`config.mk`:
```
export PLATFORM = sky130hd
export DESIGN_NAME = pixel_result_collector
export DESIGN_NICKNAME = d
export VERILOG_FILES = /design/src/rtl/pixel_result_collector.sv
export SDC_FILE = /design/constraint.sdc
export NUM_CORES = 1
export LEC_CHECK = 0
export BUFFER_PORTS_ARGS = -buffer_cell sky130_fd_sc_hd__buf_2
export CAP_MARGIN = 20
export CORE_UTILIZATION = 40
export CTS_CLUSTER_SIZE = 30
export DETAILED_ROUTE_END_ITERATION = 8
export MAX_ROUTING_LAYER = met4
export PLACE_DENSITY = 0.61
export SYNTH_ARGS = -nofsm -noshare
export SYNTH_HDL_FRONTEND = slang
export SYNTH_SLANG_ARGS = --single-unit
export TNS_END_PERCENT = 20
```
`constraint.sdc`:
```
create_clock -name solver_clk -period 3.65 [get_ports solver_clk]
set_clock_uncertainty 0.15 [all_clocks]
set_input_delay 0.73 -clock solver_clk [delete_from_list [all_inputs] [get_ports solver_clk]]
set_output_delay 0.73 -clock solver_clk [all_outputs]
set_load 0.01 [all_outputs]
```
`src/rtl/pixel_result_collector.sv`:
```
`default_nettype none
// ============================================================================
// Module      : pixel_result_collector
// Description : Buffers one result per row solver, arbitrates round-robin,
//               maps iteration counts to RGB332 and writes the framebuffer.
//               Optional frame counter: PIXEL_COLLECTOR_FRAME_COUNT_EN.
// Revision    : 1.0 - initial release
// ============================================================================
module pixel_result_collector #(
  parameter int N_SOLVERS = 4,
  parameter int H_RES     = 640,
  parameter int V_RES     = 480
) (
  input  logic                   solver_clk,
  input  logic                   reset_n,
  input  logic [N_SOLVERS*10-1:0] sol_value,
  input  logic [N_SOLVERS*10-1:0] sol_col,
  input  logic [N_SOLVERS*9-1:0]  sol_row,
  input  logic [N_SOLVERS-1:0]    sol_stb,
  input  logic [9:0]              max_iterations,
  output logic [18:0]             fb_addr,
  output logic [7:0]              fb_data,
  output logic                    fb_we,
  input  logic                    fb_ready,
  output logic [N_SOLVERS-1:0]    overflow
`ifdef PIXEL_COLLECTOR_FRAME_COUNT_EN
  ,
  output logic                    frame_done,
  output logic [18:0]             pixel_count
`endif
);

  localparam int PTR_W = (N_SOLVERS > 1) ? $clog2(N_SOLVERS) : 1;

  logic [9:0]           r_slot_value [N_SOLVERS];
  logic [9:0]           r_slot_col   [N_SOLVERS];
  logic [8:0]           r_slot_row   [N_SOLVERS];
  logic [N_SOLVERS-1:0] r_slot_full;
  logic [N_SOLVERS-1:0] r_overflow;
  logic [PTR_W-1:0]     r_ptr;
  logic                 r_fb_we;
  logic [18:0]          r_fb_addr;
  logic [7:0]           r_fb_data;

  logic                 w_can_load;
  logic                 w_found;
  logic                 w_grant;
  logic [PTR_W-1:0]     w_grant_idx;
  logic [N_SOLVERS-1:0] w_grant_vec;
  logic [PTR_W-1:0]     w_ptr_next;
  logic [9:0]           w_sel_value;
  logic [9:0]           w_sel_col;
  logic [8:0]           w_sel_row;
  logic [18:0]          w_row_ext;
  logic [18:0]          w_addr;
  logic [7:0]           w_data;

  // Output register may reload when empty or handing off this cycle.
  assign w_can_load = !r_fb_we || fb_ready;

  always_comb begin
    w_found     = 1'b0;
    w_grant_idx = '0;
    for (int k = 0; k < N_SOLVERS; k++) begin
      for (int j = 0; j < N_SOLVERS; j++) begin
        if (!w_found && r_slot_full[j] && (((int'(r_ptr) + k) % N_SOLVERS) == j)) begin
          w_found     = 1'b1;
          w_grant_idx = PTR_W'(j);
        end
      end
    end
  end

  assign w_grant = w_found && w_can_load;

  always_comb begin
    w_grant_vec = '0;
    for (int j = 0; j < N_SOLVERS; j++) begin
      w_grant_vec[j] = w_grant && (w_grant_idx == PTR_W'(j));
    end
  end

  assign w_ptr_next = (w_grant_idx == PTR_W'(N_SOLVERS - 1)) ? '0 : w_grant_idx + 1'b1;

  assign w_sel_value = r_slot_value[w_grant_idx];
  assign w_sel_col   = r_slot_col[w_grant_idx];
  assign w_sel_row   = r_slot_row[w_grant_idx];
  assign w_row_ext   = {10'd0, w_sel_row};

  generate
    if (H_RES == 640) begin : g_addr_shift
      assign w_addr = (w_row_ext << 9) + (w_row_ext << 7) + {9'd0, w_sel_col};
    end else begin : g_addr_mul
      assign w_addr = w_row_ext * 19'(H_RES) + {9'd0, w_sel_col};
    end
  endgenerate

  // Counts above the escape limit never escaped: the point is in the set.
  assign w_data = (w_sel_value > max_iterations) ? 8'h00
                : {w_sel_value[2:0], w_sel_value[5:3], w_sel_value[7:6]};

  always_ff @(posedge solver_clk or negedge reset_n) begin
    if (!reset_n) begin
      r_slot_full <= '0;
      r_overflow  <= '0;
      for (int i = 0; i < N_SOLVERS; i++) begin
        r_slot_value[i] <= '0;
        r_slot_col[i]   <= '0;
        r_slot_row[i]   <= '0;
      end
    end else begin
      for (int i = 0; i < N_SOLVERS; i++) begin
        if (sol_stb[i] && (!r_slot_full[i] || w_grant_vec[i])) begin
          r_slot_value[i] <= sol_value[i*10 +: 10];
          r_slot_col[i]   <= sol_col[i*10 +: 10];
          r_slot_row[i]   <= sol_row[i*9 +: 9];
          r_slot_full[i]  <= 1'b1;
        end else if (w_grant_vec[i]) begin
          r_slot_full[i]  <= 1'b0;
        end
        if (sol_stb[i] && r_slot_full[i] && !w_grant_vec[i]) begin
          r_overflow[i] <= 1'b1;
        end
      end
    end
  end

  always_ff @(posedge solver_clk or negedge reset_n) begin
    if (!reset_n) begin
      r_ptr     <= '0;
      r_fb_we   <= 1'b0;
      r_fb_addr <= '0;
      r_fb_data <= '0;
    end else begin
      if (w_grant) begin
        r_ptr     <= w_ptr_next;
        r_fb_we   <= 1'b1;
        r_fb_addr <= w_addr;
        r_fb_data <= w_data;
      end else if (fb_ready) begin
        r_fb_we   <= 1'b0;
      end
    end
  end

  assign fb_we    = r_fb_we;
  assign fb_addr  = r_fb_addr;
  assign fb_data  = r_fb_data;
  assign overflow = r_overflow;

`ifdef PIXEL_COLLECTOR_FRAME_COUNT_EN
  localparam logic [18:0] C_FRAME_LAST = 19'(H_RES * V_RES - 1);

  logic        r_frame_done;
  logic [18:0] r_pixel_count;
  logic        w_accept;

  assign w_accept = r_fb_we && fb_ready;

  always_ff @(posedge solver_clk or negedge reset_n) begin
    if (!reset_n) begin
      r_frame_done  <= 1'b0;
      r_pixel_count <= '0;
    end else begin
      r_frame_done <= w_accept && (r_pixel_count == C_FRAME_LAST);
      if (w_accept) begin
        r_pixel_count <= (r_pixel_count == C_FRAME_LAST) ? '0 : r_pixel_count + 19'd1;
      end
    end
  end

  assign frame_done  = r_frame_done;
  assign pixel_count = r_pixel_count;
`endif

endmodule
`default_nettype wire
```
==> out/qor.csv, run 1 <==
metric;value;unit
Iter 0 DRT Violations;174;
DR pass1 iterations;4;
Startpoint Class;flop;
Worst Path Max Fanout;5;
Min-Delay Path Class;in -> async;
wire per inst;16.9;µm
R2R setup slack;-90;ps
Detailed Route WL;19400;µm
commonest non-fill, non-tap cell in the layout;buf_2;
RSZ-0062 raised after global routing;yes;
clock root cell;clkbuf_16;
Setup CP Type;reg -> reg;
switching portion of total power;39.2;%
Yosys warning count;0;
IO Port Bufs;164;
Starting Density;41.4;%
layout cells sized above 1;48.5;%
cells after synthesis;663;
CTS tree;done;
worst reg-to-reg path cell count;16;
FFs w/ async S/R, synth;100;%
Lkg Pwr;4.99;nW
synthesized cell area;0.00787;mm²
CTS HTree Levels;4;
Yosys reg bits;154;
failing checks;negative setup slack;
drt via density;4.90;
grt total ovfl;0;
Req. time, crit path;3860;ps
initial antenna violation count;2;
Int Pwr;7.41;mW
via count;5628;
final worst slack;-88.9;ps
CP arrival;3950;ps
# DRC;0;
Worst-Skew Late Latency;430;ps
GRT Util Overall;21.0;%
Post-Syn Area per Cell;11.9;µm²
Slew headroom;45.9;%
pins over their slew limit;0;
FMAX;267;MHz
sw power;4.77;mW
# nets final;1040;
Synth Flop Type;dfrtp_1;
global-route wire length before repair;31200;µm
GP Congestion;0.832;
CP Capture Type;flop;
Core ar.;0.0190;mm²
# rows;50;
Antenna Nets Post-Route;0;
largest net degree at the start of global routing;87;
max_cap viols;0;
CTS Hold Bufs;0;
worst vdd ir;0.674;mV
Post-synth EDFFs;0;
Final period util;102;%
Slew @ Worst Pin;811;ps
TNS Setup;-219;ps
clock sink count;154;
P&R area growth vs syn;27.7;%
hold slack;212;ps
Die H;142;µm
Die Wd;142;µm
# IOs;165;
vias in the first global route;5993;
Clock Power Share;14.0;%
TritonCTS buffer count;17;
DIE AREA;0.0202;mm²
combinational share of power;60.6;%
post-synthesis sequential area ratio;49.0;%
leading cell types in the layout, fill and taps excluded;163 x buf_2, 152 x dfrtp_1, 118 x nand2_1, 84 x mux2_2, 48 x buf_4;
Syn Nets;829;
status;finished, violations left;
sequential share of power;25.4;%
Final Hold Fails;0;
Synth cell types;52;
Post-DP HPWL;14000;µm
min cycle time layout;3740;ps
clk buf depth;2;
Reg clk slew, reported paths;60;ps
Final setup viols;3;
PwrDens;1210;mW/mm²
worst paths after layout:
check	from	to
worst min-delay path	reset_n	r_slot_col[2]
worst max-delay path	r_slot_full[2]	fb_addr[16]
min in group solver_clk	overflow[2]	overflow[2]
worst max register to register	r_slot_full[2]	fb_addr[16]
max in group asynchronous	reset_n	r_slot_row[11]
worst min register to register	overflow[2]	overflow[2]
cell type report:
type                       instances  area (µm²)
tap                              260         325
sequential                       154        3860
fill                            1707        8960
antenna                            2        5.00
timing repair buffer             224        1400
clock inverter                    10        92.6
multi-input combinational        454        3800
clock buffer                      22         474
inverter                          23        96.3
layer usage:
| metal | up-vias | wire, µm | track usage [%] |
|---|---|---|---|
| met5 | - | 0 | - |
| met4 | 0 | 167 | 4.75 |
| met3 | 14 | 1210 | 6.36 |
| met2 | 134 | 9400 | 34.4 |
| met1 | 2735 | 8600 | 25.6 |
| li1 | 2745 | - | - |
kinds of logic after synthesis:
logic type | count (synthesis) | synth area share (%)
simple gates | 199 | 11.3
flops | 154 | 49.0
mux | 141 | 21.8
compound gates | 77 | 7.11
buf+inv | 55 | 4.96
fa+ha+maj | 33 | 5.44
xor+xnor | 4 | 0.445
metrics by stage:
stage               cell area [µm²]  util [%]  setup WS [ps]  power (mW)  instances
floorplan                      7900         -          -36.1        7.99        663
global route                  10100      52.9           -230        13.2       1149
detailed placement             9230      48.5           -108        10.0       1106
CTS                            9850      51.8          -81.3        11.9       1141
global placement               9230      48.5          -41.3        9.91       1106
finish                        10100      52.9          -88.9        12.2       1149
state kept, by name, summed over array words and instances (netlist names):
signal and count:
r_slot_full 4, fb_data 8, r_ptr 2, r_slot_row 36, fb_we 1, r_slot_value 40, overflow 4, fb_addr 19
r_slot_col 40
critical path, cell delays in order (launching register included):
cell and delay [ps]:
dfrtp_2 460, buf_6 140, a221oi_4 320, nor2_4 110
buf_12 140, buf_6 100, and3_4 140, a31oi_4 130
ha_1 250, ha_2 190, fa_2 360, a211oi_2 220
nor2_1 80, o31a_1 320, o31a_1 310, a211oi_2 150
a21o_1 100
power by group through the flow:
stage | clock, mW | combinational, mW | sequential [mW]
6_report | 1.70 | 7.39 | 3.09
5_1_grt | 1.83 | 8.21 | 3.19
4_1_cts | 1.75 | 7.10 | 3.07
3_5_place_dp | 0 | 6.93 | 3.09
3_3_place_gp | 0 | 6.83 | 3.08
2_1_floorplan | 0 | 5.00 | 2.98
timing repair:
action,4_1_cts,5_1_grt
buffers inserted,3,6
resized for setup,7,34
setup endpoints to repair,3,13
gates cloned,0,0
pin swaps,4,18
cells in the mapped netlist (7+ instances only):
cell / count / area share (%)
and2_1: 11 / 0.87
mux2i_1: 17 / 2.2
nand2_1: 126 / 6.0
nand3_1: 29 / 1.8
buf_6: 10 / 1.4
o21ai_1: 8 / 0.51
o21ai_0: 12 / 0.76
ha_1: 31 / 4.9
and3_1: 10 / 0.79
a31o_2: 7 / 0.78
buf_2: 8 / 0.51
dfrtp_1: 154 / 49
mux2_2: 84 / 12
inv_1: 21 / 1.0
a31oi_1: 11 / 0.87
mux2_4: 39 / 7.4
nor2_1: 7 / 0.33
(Power assumes the default switching activity.)
==> run 2: changes to the inputs <==
CELL_PAD_IN_SITES_DETAIL_PLACEMENT = 1   (was default)
CELL_PAD_IN_SITES_GLOBAL_PLACEMENT = 1   (was default)
CORE_UTILIZATION = 39   (was 40)
GPL_TIMING_DRIVEN = 0   (was default)
PLACE_DENSITY = 0.73   (was 0.61)
SKIP_LAST_GASP = 1   (was default)
==> run 2 against run 1 <==
The flow still finishes with violations (negative setup slack). Non-clock buffer count grew 13. Utilization grew 0.54 points. Worst setup slack lost 110 ps. Wire length grew 23%. First-iteration DRC count shrank 8.6%. Sequential share of layout area shrank 1.6 points. Critical path type unchanged.
==> out/qor.csv, run 2 (synthesis gave the netlist of run 1 again) <==
metric;value;unit;change
status;finished, violations left;;
failing checks;negative setup slack;;
DP Cell Count;1093;;-1.2%
TritonCTS buffer count;17;;unchanged
RSZ-0062 raised after global routing;yes;;
global-route wire length before repair;35700;µm;+14%
launch point of the worst reg-to-reg path;r_slot_full[2];;
Die Wd;144;µm;+1.3%
Setup CP Type;reg -> reg;;
CTS HTree Levels;4;;unchanged
Min-Delay Path Class;in -> async;;
pins over their slew limit;0;;unchanged
CP Capture Type;flop;;
GR Util met3;5.10;%;-1.3 points
R2R setup slack;-200;ps;-110 ps
minimum setup slack after placement;-567;ps;-459 ps
DIE AREA;0.0208;mm²;+2.5%
RR Endpoint;fb_addr[16];;
Slew @ Worst Pin;668;ps;-144 ps
P&R area growth vs syn;33.3;%;
leading cell types in the layout, fill and taps excluded;166 x buf_2, 149 x dfrtp_1, 116 x nand2_1, 82 x mux2_2, 41 x mux2_4;;
Final period util;105;%;+3.1 points
# DRC;0;;unchanged
CP arrival;4060;ps;+110 ps
Top Registers;r_slot_col (40), r_slot_value (40), r_slot_row (36);;
# IOs;165;;unchanged
Worst Path Max Fanout;6;;+1
Final setup viols;6;;+3
grt met2 use;40.4;%;+6.0 points
wire per inst;20.5;µm;+21%
GRT Util Overall;24.2;%;+3.2 points
Req. time, crit path;3860;ps;about the same
Die H;144;µm;+1.3%
CTS tree;done;;
via count;5919;;+5.2%
layout cells sized above 1;52.0;%;+3.5 points
final worst slack;-201;ps;-112 ps
Startpoint Class;flop;;
Non-Filler Instances;1168;;+1.7%
min cycle time layout;3850;ps;+112 ps
Antenna Nets Post-Route;0;;unchanged
Iter 0 DRT Violations;159;;-8.6%
drt via density;5.07;;+3.5%
# rows;51;;+2.0%
initial antenna violation count;3;;+1
gr busiest metal;met2;;
GRT met1 Usage;30.0;%;+4.5 points
Final Util;53.4;%;+0.54 points
Slew headroom;55.5;%;+9.6 points
clock sink count;154;;unchanged
Core ar.;0.0197;mm²;+3.3%
CTS Hold Bufs;0;;unchanged
worst reg-to-reg path cell count;18;;+2
clk buf depth;2;;unchanged
clock root cell;clkbuf_16;;
# nets final;1053;;+1.3%
Worst-Skew Late Latency;420;ps;about the same
Post-DP HPWL;16300;µm;+16%
IO Port Bufs;164;;unchanged
GP Congestion;0.794;;-4.6%
largest net degree at the start of global routing;106;;+22%
Reg clk slew, reported paths;70;ps;about the same
Starting Density;40.0;%;-1.3 points
Final Hold Fails;0;;unchanged
vias in the first global route;6336;;+5.7%
DR pass1 iterations;4;;unchanged
max_cap viols;0;;unchanged
Detailed Route WL;23900;µm;+23%
grt total ovfl;0;;unchanged
FMAX;260;MHz;-2.9%
commonest non-fill, non-tap cell in the layout;buf_2;;
## run 2: worst max-delay path by stage
stage / cells past startpoint / start / slack, ps / endpoint
after floorplan: 17 / r_slot_full[2] / -40 / fb_addr[17]
after global placement: 1 / reset_n / -1050 / r_slot_full[2]
after detailed placement: 16 / r_slot_full[2] / -570 / fb_addr[17]
after CTS: 17 / r_ptr[1] / -240 / fb_addr[16]
after global routing: 18 / r_slot_full[2] / -310 / fb_addr[16]
final: 18 / r_slot_full[2] / -200 / fb_addr[16]
## run 2: cell type report
class	instances	area, µm²
timing repair buffer	206	1200
clock inverter	11	135
tap	265	332
buffer	31	373
multi-input combinational	454	4030
antenna	3	7.51
inverter	23	93.8
clock buffer	21	470
fill	2148	9160
sequential	154	3860
## run 2: critical path: stages (launching register included)
cell and delay, ps:
dfrtp_2 450, buf_6 140, a221oi_4 340, nor2_4 80, buf_6 140, inv_4 50
buf_8 130, nand2_2 50, nand3_2 70, nand2_2 60, fa_1 490, inv_2 60
fa_2 380, a211oi_2 230, nor2_2 80, o31a_1 280, o31a_1 270, a211oi_2 210
a21o_1 100
## run 2: metrics by stage
| step | area, µm² | setup TNS (ps) | hold slack (ps) |
|---|---|---|---|
| 2_1_floorplan | 7900 | -69.9 | 284 |
| 3_3_place_gp | 9050 | -118170 | 297 |
| 3_5_place_dp | 9090 | -2820 | 307 |
| 4_1_cts | 10100 | -2090 | 60.1 |
| 5_1_grt | 10500 | -1360 | 72.3 |
| 6_report | 10500 | -609 | 54.9 |
## run 2: routing by layer
metal	up-vias	part of all wire (%)
li1	2754	-
met3	27	4.2
met2	128	51
met4	0	1.6
met1	3010	43
met5	-	0
## run 2: repair_timing
| action | in CTS | in global routing |
|---|---|---|
| endpoints found under the setup margin | 16 | 16 |
| cloned | 1 | 1 |
| pin swaps | 24 | 22 |
| setup buffers | 23 | 17 |
| resized for setup | 42 | 61 |
Power of run 2 is left out: the tool's default activity adds up to more than one toggle a clock period on the data nets, which glitch-free logic cannot reach.
